File: src/rtl/mul_pkg.sv
`default_nettype none
// ============================================================================
//  Module      : mul_pkg
//  Description : Shared constants and Booth digit type for the 32x32
//                multiplier datapath (partial-product generator and CSA tree).
//  Revision    : 1.0 - initial release
// ============================================================================
package mul_pkg;

  // Operand width, number of radix-4 rows and row width.
  localparam int XLEN = 32;
  localparam int PP_N = 16;
  localparam int PP_W = 64;

  // One radix-4 Booth digit: magnitude select (one/two) plus sign.
  typedef struct packed {
    logic neg;
    logic one;
    logic two;
  } booth_digit_t;

  // Recode the overlapping triplet {b[2i+1], b[2i], b[2i-1]}.
  // 3'b111 is encoded as +0 so that no row ever carries a "negative zero".
  function automatic booth_digit_t booth_encode(input logic [2:0] trip);
    booth_digit_t dig;
    dig.neg = trip[2] & ~(trip[1] & trip[0]);
    dig.one = trip[1] ^ trip[0];
    dig.two = (trip[2] & ~trip[1] & ~trip[0]) | (~trip[2] & trip[1] & trip[0]);
    return dig;
  endfunction

endpackage
`default_nettype wire

File: src/rtl/booth_row.sv
`default_nettype none
// ============================================================================
//  Module      : booth_row
//  Description : Combinational radix-4 Booth row: (d * A64) << 2*ROW_IDX,
//                full two's-complement, modulo 2^64.
//  Revision    : 1.0 - initial release
// ============================================================================
module booth_row
  import mul_pkg::*;
#(
  parameter int ROW_IDX = 0
) (
  input  logic [PP_W-1:0] a64,
  input  booth_digit_t    digit,
  output logic [PP_W-1:0] row
);

  logic [PP_W-1:0] mag;
  logic [PP_W-1:0] signed_mag;

  // Pick |d|*A, apply the digit sign with a complete negation, then weight it.
  always_comb begin
    mag = '0;
    if (digit.one) begin
      mag = a64;
    end else if (digit.two) begin
      mag = {a64[PP_W-2:0], 1'b0};
    end
    signed_mag = digit.neg ? ((~mag) + PP_W'(1)) : mag;
    row        = signed_mag << (2 * ROW_IDX);
  end

endmodule
`default_nettype wire

File: src/rtl/booth_pp_gen.sv
`default_nettype none
// ============================================================================
//  Module      : booth_pp_gen
//  Description : Radix-4 Booth partial-product generator, 2-stage valid/ready
//                pipeline. S1 holds the extended multiplicand and recoded
//                digits, S2 holds the 16 finished rows in pp_flat layout.
//  Revision    : 1.0 - initial release
// ============================================================================
module booth_pp_gen
  import mul_pkg::*;
#(
  parameter int XLEN  = 32,
  parameter int TAG_W = 5
) (
  input  logic                 clk,
  input  logic                 rst_n,
  input  logic                 flush,
  input  logic                 in_valid,
  output logic                 in_ready,
  input  logic [XLEN-1:0]      op_a,
  input  logic [XLEN-1:0]      op_b,
  input  logic                 a_signed,
  input  logic                 b_signed,
  input  logic [TAG_W-1:0]     in_tag,
  output logic                 out_valid,
  input  logic                 out_ready,
  output logic [PP_N*PP_W-1:0] pp_flat,
  output logic [TAG_W-1:0]     out_tag
);

  // The row count and correction weight are fixed to a 32-bit operand.
  if (XLEN != mul_pkg::XLEN) begin : g_xlen_check
    $error("booth_pp_gen: only XLEN = 32 is supported");
  end

  // --------------------------------------------------------------------------
  // Pipeline state
  // --------------------------------------------------------------------------
  logic                              s1_valid_q, s1_valid_d;
  logic [PP_W-1:0]                   s1_a64_q,   s1_a64_d;
  booth_digit_t [PP_N-1:0]           s1_dig_q,   s1_dig_d;
  logic                              s1_corr_q,  s1_corr_d;
  logic [TAG_W-1:0]                  s1_tag_q,   s1_tag_d;

  logic                              s2_valid_q, s2_valid_d;
  logic [PP_N-1:0][PP_W-1:0]         s2_rows_q,  s2_rows_d;
  logic [TAG_W-1:0]                  s2_tag_q,   s2_tag_d;

  // Handshake helpers
  logic s2_adv;
  logic s1_adv;
  logic in_fire;
  logic s2_load;

  // Stage-1 combinational products
  logic [PP_W-1:0]  a64_ext;
  logic [XLEN:0]    b_ext;

  // Stage-2 combinational rows
  logic [PP_W-1:0]           row_raw [PP_N];
  logic [PP_N-1:0][PP_W-1:0] rows_w;

  // Advance conditions: a stage moves when it is empty or its consumer moves.
  // in_ready never looks at in_valid or the operands.
  always_comb begin
    s2_adv   = ~s2_valid_q | out_ready;
    s1_adv   = ~s1_valid_q | s2_adv;
    in_ready = s1_adv & ~flush;
    in_fire  = in_valid & in_ready;
    s2_load  = s2_adv & s1_valid_q;
  end

  // Operand extension and Booth recoding feeding S1.
  always_comb begin
    a64_ext = {{(PP_W-XLEN){a_signed & op_a[XLEN-1]}}, op_a};
    b_ext   = {op_b, 1'b0};
    s1_dig_d = s1_dig_q;
    if (in_fire) begin
      for (int i = 0; i < PP_N; i++) begin
        s1_dig_d[i] = booth_encode(b_ext[2*i +: 3]);
      end
    end
  end

  // S1 next state: capture on accept, flush kills the valid bit only.
  always_comb begin
    s1_a64_d  = in_fire ? a64_ext : s1_a64_q;
    s1_corr_d = in_fire ? (~b_signed & op_b[XLEN-1]) : s1_corr_q;
    s1_tag_d  = in_fire ? in_tag : s1_tag_q;
    if (flush) begin
      s1_valid_d = 1'b0;
    end else if (s1_adv) begin
      s1_valid_d = in_valid;
    end else begin
      s1_valid_d = s1_valid_q;
    end
  end

  // Sixteen row generators working from the S1 registers.
  for (genvar gi = 0; gi < PP_N; gi++) begin : g_row
    booth_row #(
      .ROW_IDX (gi)
    ) u_booth_row (
      .a64   (s1_a64_q),
      .digit (s1_dig_q[gi]),
      .row   (row_raw[gi])
    );
  end

  // Assemble rows; row 15 also absorbs the unsigned-multiplier correction
  // (+A64 << 32) because the top digit treated b[31] as a negative weight.
  always_comb begin
    for (int i = 0; i < PP_N; i++) begin
      rows_w[i] = row_raw[i];
    end
    if (s1_corr_q) begin
      rows_w[PP_N-1] = row_raw[PP_N-1] + {s1_a64_q[PP_W-XLEN-1:0], {XLEN{1'b0}}};
    end
  end

  // S2 next state: load only when S1 hands over a real entry, otherwise hold
  // so the outputs stay stable under backpressure.
  always_comb begin
    s2_rows_d = s2_load ? rows_w : s2_rows_q;
    s2_tag_d  = s2_load ? s1_tag_q : s2_tag_q;
    if (flush) begin
      s2_valid_d = 1'b0;
    end else if (s2_adv) begin
      s2_valid_d = s1_valid_q;
    end else begin
      s2_valid_d = s2_valid_q;
    end
  end

  // State registers; reset clears valids and all data, and dominates flush.
  always_ff @(posedge clk) begin
    if (!rst_n) begin
      s1_valid_q <= 1'b0;
      s1_a64_q   <= '0;
      s1_dig_q   <= '0;
      s1_corr_q  <= 1'b0;
      s1_tag_q   <= '0;
      s2_valid_q <= 1'b0;
      s2_rows_q  <= '0;
      s2_tag_q   <= '0;
    end else begin
      s1_valid_q <= s1_valid_d;
      s1_a64_q   <= s1_a64_d;
      s1_dig_q   <= s1_dig_d;
      s1_corr_q  <= s1_corr_d;
      s1_tag_q   <= s1_tag_d;
      s2_valid_q <= s2_valid_d;
      s2_rows_q  <= s2_rows_d;
      s2_tag_q   <= s2_tag_d;
    end
  end

  assign out_valid = s2_valid_q;
  assign pp_flat   = s2_rows_q;
  assign out_tag   = s2_tag_q;

endmodule
`default_nettype wire

File: config.mk
export PLATFORM = sky130hd
export DESIGN_NAME = booth_pp_gen
export DESIGN_NICKNAME = d
export VERILOG_FILES = /design/src/rtl/mul_pkg.sv /design/src/rtl/booth_row.sv /design/src/rtl/booth_pp_gen.sv
export SDC_FILE = /design/constraint.sdc
export NUM_CORES = 2
export LEC_CHECK = 0
export ABC_CLOCK_PERIOD_IN_PS = 23600
export BUFFER_PORTS_ARGS = -buffer_cell sky130_fd_sc_hd__buf_4
export CAP_MARGIN = 20
export CORE_ASPECT_RATIO = 0.9
export CORE_MARGIN = 1.5
export CORE_UTILIZATION = 35
export CTS_CLUSTER_SIZE = 20
export DETAILED_ROUTE_END_ITERATION = 8
export SYNTH_ARGS = -nofsm -noshare
export SYNTH_HDL_FRONTEND = slang
export SYNTH_HIERARCHICAL = 1
export SYNTH_SLANG_ARGS = --single-unit
export TNS_END_PERCENT = 50
File: constraint.sdc
create_clock -name clk -period 23.6 [get_ports clk]
set_input_delay 4.72 -clock clk [delete_from_list [all_inputs] [get_ports clk]]
set_output_delay 4.72 -clock clk [all_outputs]
set_load 0.01 [all_outputs]
== Word-level counts from Yosys, hierarchy flattened ==
Cells that the tools add are included.

* Register bits after elaboration: 908
* Output and inout bits: 1031
* Word-level logic and storage cells: 333

* $add $sub $neg: 17
* Muxes and demuxes: 49
* Bitwise operators: 196
* Reduce and logical (&&, ||, !) cells: 1

{| class="wikitable"
|+ Operator list
! kind !! count
|-
| $mux W64 || 4
|-
| $mux W62 || 3
|-
| $mux W60 || 3
|-
| $mux W58 || 3
|-
| $mux W56 || 3
|-
| $mux W54 || 3
|-
| $mux W52 || 3
|-
| $mux W50 || 3
|-
| $mux W48 || 3
|-
| $mux W46 || 3
|-
| $mux W44 || 3
|-
| $mux W42 || 3
|-
| $mux W40 || 3
|-
| $mux W38 || 3
|-
| $mux W36 || 3
|-
| $mux W34 || 3
|-
| $and A1 B1 Y1 || 96
|-
| $add A64 B1 Y64 const B || 1
|-
| $add A64 B64 Y64 || 1
|-
| $not A64 Y64 || 1
|-
| $add A62 B1 Y62 const B || 1
|-
| $not A62 Y62 || 1
|-
| $add A60 B1 Y60 const B || 1
|-
| $not A60 Y60 || 1
|-
| other kinds (30) || 111
|}

== Logic depth before layout (Yosys ltp) ==
* Depth after elaboration: 7
* Mapped depth: 22
* Mapped depth without buffers: 18

== By module ==
The synthesis kept the hierarchy.

{| class="wikitable"
|+ By module, submodules not included
! module !! instances !! cells an instance !! area an instance (µm²) !! sequential area each (µm²)
|-
| booth_pp_gen || 1 || 5163 || 40259.9 || 22381.5
|-
| booth_row at g_row[1].u_booth_row || 1 || 446 || 2940.3 || 0.0
|-
| booth_row at g_row[0].u_booth_row || 1 || 460 || 2894.0 || 0.0
|-
| booth_row at g_row[3].u_booth_row || 1 || 406 || 2793.9 || 0.0
|-
| booth_row at g_row[2].u_booth_row || 1 || 432 || 2711.4 || 0.0
|-
| booth_row at g_row[4].u_booth_row || 1 || 400 || 2575.0 || 0.0
|-
| booth_row at g_row[6].u_booth_row || 1 || 387 || 2468.6 || 0.0
|-
| booth_row at g_row[5].u_booth_row || 1 || 360 || 2398.6 || 0.0
|-
| booth_row at g_row[7].u_booth_row || 1 || 363 || 2322.2 || 0.0
|-
| booth_row at g_row[9].u_booth_row || 1 || 335 || 2128.3 || 0.0
|-
| booth_row at g_row[10].u_booth_row || 1 || 328 || 2094.5 || 0.0
|-
| booth_row at g_row[8].u_booth_row || 1 || 327 || 2067.0 || 0.0
|-
| booth_row at g_row[12].u_booth_row || 1 || 286 || 1899.3 || 0.0
|-
| booth_row at g_row[11].u_booth_row || 1 || 287 || 1890.6 || 0.0
|-
| +3 rows || - || - || - || -
|}

== Worst setup path after synthesis ==
OpenSTA, ideal clock, no wires.

* Path kind: register to register
* Start point: reg, netlist name s1_a64_q[32]
* End point: reg s2_rows_q, in the netlist pp_flat[120]
* Setup time: 132 ps
* Data arrival time: 25620 ps
* Setup slack: -2152 ps
* Stages on the path, launching flop included: 7
* Period minus slack after synthesis: 25752 ps
* Path through: dfxtp_1 > a22oi_1 > nand3b_1 > o41ai_2 > xor2_1 > nand2_1 > a21oi_1

{| class="wikitable"
|+ RTL lines
! item !! RTL line !! RTL
|-
| end signal: assignment || booth_pp_gen.sv:153 || <nowiki>s2_rows_q <= s2_rows_d;</nowiki>
|-
| end: declaration || booth_pp_gen.sv:46 || <nowiki>logic [PP_N-1:0][PP_W-1:0] s2_rows_q, s2_rows_d;</nowiki>
|}

== Worst setup path after layout ==
* Start point: in out_ready
* End point: out in_ready

* Longest elaborated chain between the ends: 3

{| class="wikitable"
|+ RTL lines
! item !! RTL line !! RTL
|-
| start: declaration || booth_pp_gen.sv:26 || <nowiki>input logic out_ready,</nowiki>
|-
| $or A1 B1 Y1 || booth_pp_gen.sv:66 || <nowiki>s2_adv = ~s2_valid_q | out_ready;</nowiki>
|-
| $or A1 B1 Y1 || booth_pp_gen.sv:67 || <nowiki>s1_adv = ~s1_valid_q | s2_adv;</nowiki>
|-
| $and A1 B1 Y1 || booth_pp_gen.sv:68 || <nowiki>in_ready = s1_adv & ~flush;</nowiki>
|-
| end: declaration || booth_pp_gen.sv:19 || <nowiki>output logic in_ready,</nowiki>
|}

No other way between the ends.

==> summary.md <==
| Metric | Value |
|---|---|
| Leak | `between 30 and 40 nW` |
| Worst path arrival time | `around 5.6 ns` |
| DR iter-0 viols | `8636` |
| Initial antenna violation count | `17` |
| IO Pins | `around 1100` |
| Startpoint Class | `input pin` |
| Die H | `approximately 450 µm` |
| Total grt overflow | `0` |
| Worst path cell trace | `buf_4 > nor2b_1 > a21oi_1 > buf_4` |
| Placeable Area | `between 200000 and 250000 µm²` |
| DP Worst Slack | `around 13 ns` |
| Final Power | `0.00509 W` |
| DRC | `0` |
| Max-cap violations | `0` |
| Post-synth top area cell | `dfxtp_1` |
| Worst Clk Skew | `0.0484 ns` |
| TritonCTS buffer count | `roughly 140` |
| Yosys cell types | `136` |
| Wire per inst | `~23 µm` |
| Worst setup margin | `around 13 ns` |
| Die area | `roughly 220000 µm²` |
| Synth Area per Inst | `around 7.1 µm²` |
| Routed vias | `between 80000 and 90000` |
| Synth Register Bits | `between 1000 and 1500` |
| Die width | `roughly 500 µm` |
| Final ANT Viol Nets | `0` |
| Worst-path fanout max | `5` |
| Worst Hold Margin | `~0.45 ns` |
| Share of cells above drive strength 1 | `0.159` |
| Most common cell after layout, fill and taps aside | `nand2_1` |
| Pre-antenna DRT Iters | `8` |
| Maximum clock path buffer count | `3` |
| Post-synth EDFFs | `0` |
| Fin crit period | `about 10 ns` |
| # nets final | `roughly 12000` |
| Slew Limit Fails | `0` |
| Post-cts resize count | `0` |
| CTS tree | `built` |
| Area Growth Syn to Fin | `17.8%` |
| Sequential fraction of the synthesis area | `0.292` |
| Cells after Synth | `approximately 11000` |
| Pwr Density | `around 56 nW/µm²` |
| Setup CP Type | `input pin to output port` |
| WP data required | `roughly 19 ns` |
| Peak VDD IR | `~64 µV` |
| Post-CTS Setup Repair Bufs | `0` |
| Commonest non-fill, non-tap cells in the layout | `2554 x nand2_1, 1259 x buf_4, 1226 x a21oi_1` |
| Clock root buffer master | `clkbuf_16` |
| Row cnt | `~160` |
| DR vias/cell | `approximately 5.7` |
| Final Core Density | `0.416` |
| Outcome | `finished, final reports clean` |
| H-tree Lvls | `4` |
| Synth warnings | `6` |
| Largest net degree at the start of global routing | `241` |
| Tightest Pin Transition | `about 1.2 ns` |
| Commonest register cell after synthesis | `dfxtp_1` |
| Fraction of registers with async set/reset | `0` |
| Max Freq | `just under 100 MHz` |
| Hold Buf Count CTS | `0` |
| Share of the synthesized area in the top cell type | `0.292` |
| Fin. Hold Viols | `0` |
| Overall routing resource usage | `0.276` |
| CP max stage delay | `~0.36 ns` |
| Final period util | `0.438` |
| Clk sink count | `about 1100` |
| Largest cells by area after synthesis | `dfxtp_1 29%, nand2_1 13%, a21oi_1 8.0%, xor2_1 6.8%, a22oi_1 6.1%` |
| Slew HR | `0.220` |
| Worst-path clk slew | `about 0.06 ns` |
| Worst-skew pair later-pin latency | `0.83 ns` |
| First-pass GRT wire length | `approximately 480000 µm` |
| Starting Density | `0.353` |
| RSZ-0062 raised after global routing | `no` |
| Critical-path top delay cell | `nor2b_1` |
| Total negative slack | `0 ns` |
| Final setup violation count | `0` |
| Mapped Area | `76700 µm²` |
| CP endpoint kind | `output port` |
| DRT Wirelength | `326000 µm` |
| Most used cell, CP | `buf_4` |
| GP Congestion | `between 0.9 and 1` |
| Vias in the first global route | `around 75000` |
| I/O Buffers | `between 1000 and 1500` |
| HP Class | `flop to flop` |
| HPWL Detailed | `between 200000 and 250000 µm` |
[cells by family (layout without fill, tap and decap cells)]
group / count (synthesis) / after routing / share of synthesized area
XOR/XNOR: 781 / 781 / 0.0892
other: 15 / 253 / 0.000734
AO/OA/AOI/OAI: 3670 / 3670 / 0.298
flip-flops: 1118 / 1118 / 0.292
buffers and inverters: 1157 / 1600 / 0.0734
multiplexers: 27 / 27 / 0.00362
AND/OR/NAND/NOR: 3972 / 3972 / 0.233
adder cells (fa/ha/maj): 63 / 63 / 0.0104
[registers in the layout (all words and copies together) (netlist names)]
name / count
pp_flat: 1024
s1_dig_q: 48
s1_tag_q: 5
s1_valid_q: 1
out_valid: 1
s1_corr_q: 1
s1_a64_q: 33
out_tag: 5
[through the flow]
step                      cell area [µm²]  instances
after floorplan                     77500      11000
after global placement              85600      14100
after detailed placement            85600      14100
after CTS                           90200      14300
after global routing                90400      14400
final                               90400      14400
[critical path, delay by kind of cell]
family	cells	cell delay, ns
AO/OA/AOI/OAI	1	0.23
buffers and inverters	2	0.30
AND/OR/NAND/NOR	1	0.36
[cell usage after synthesis, types with 21 or more instances]
master and number:
a211oi_1 33, and3_1 29, nand3b_1 53, or2_2 33, nand2b_1 52, o21a_1 23
o31ai_2 28, o21ai_1 95, clkbuf_1 632, inv_1 86, a22o_1 71, xnor2_1 187
mux2i_1 21, a31oi_1 28, buf_2 90, or4_1 27, nand2_1 2555, or3_1 62
nand3_1 84, buf_4 258, dfxtp_1 1118, nand4_1 46, ha_1 62, nor2b_1 33
a21oi_1 1226, a22oi_1 627, buf_6 27, nor2_1 494, o31ai_1 194, nor3_1 221
nor4_1 101, o41ai_1 57, o41ai_2 40, o22ai_1 116, xor2_1 594, buf_1 57
o21ai_0 925
[path summary, 6_finish.rpt]
| kind | startpoint | endpoint | cells after the start | slack, ns |
|---|---|---|---|---|
| max reg2reg | s1_a64_q[32]$_SDFFE_PN0P_ | pp_flat[184]$_SDFFE_PN0P_ | 14 | 18.05 |
| min reg2reg | pp_flat[370]$_SDFFE_PN0P_ | pp_flat[370]$_SDFFE_PN0P_ | 2 | 0.45 |
| max | out_ready | in_ready | 4 | 13.27 |
| min | pp_flat[370]$_SDFFE_PN0P_ | pp_flat[370]$_SDFFE_PN0P_ | 2 | 0.45 |
[final cells by class]
type	count	area [µm²]
Antenna cell	13	32.5
Timing Repair Buffer	1267	9630
Fill cell	22500	127000
Clock buffer	174	3740
Inverter	92	353
Multi-Input combinational cell	8753	49600
Tap cell	2870	3590
Sequential cell	1118	22500
Clock inverter	67	875
[power breakdown]
part / switching (W) / leakage, nW / total (W) / internal [W]
combinational: 0.000654 / 21.1 / 0.000924 / 0.000270
clock: 0.000940 / 2.24 / 0.00218 / 0.00124
sequential: 0.0000666 / 9.07 / 0.00199 / 0.00192
[metal layers]
metal | share of wire | GRT usage
met1 | 0.41 | 0.346
met2 | 0.46 | 0.441
met3 | 0.082 | 0.0593
met4 | 0.055 | 0.150
met5 | 0.000083 | 0
Note: power is estimated with default switching activity, not from simulation.
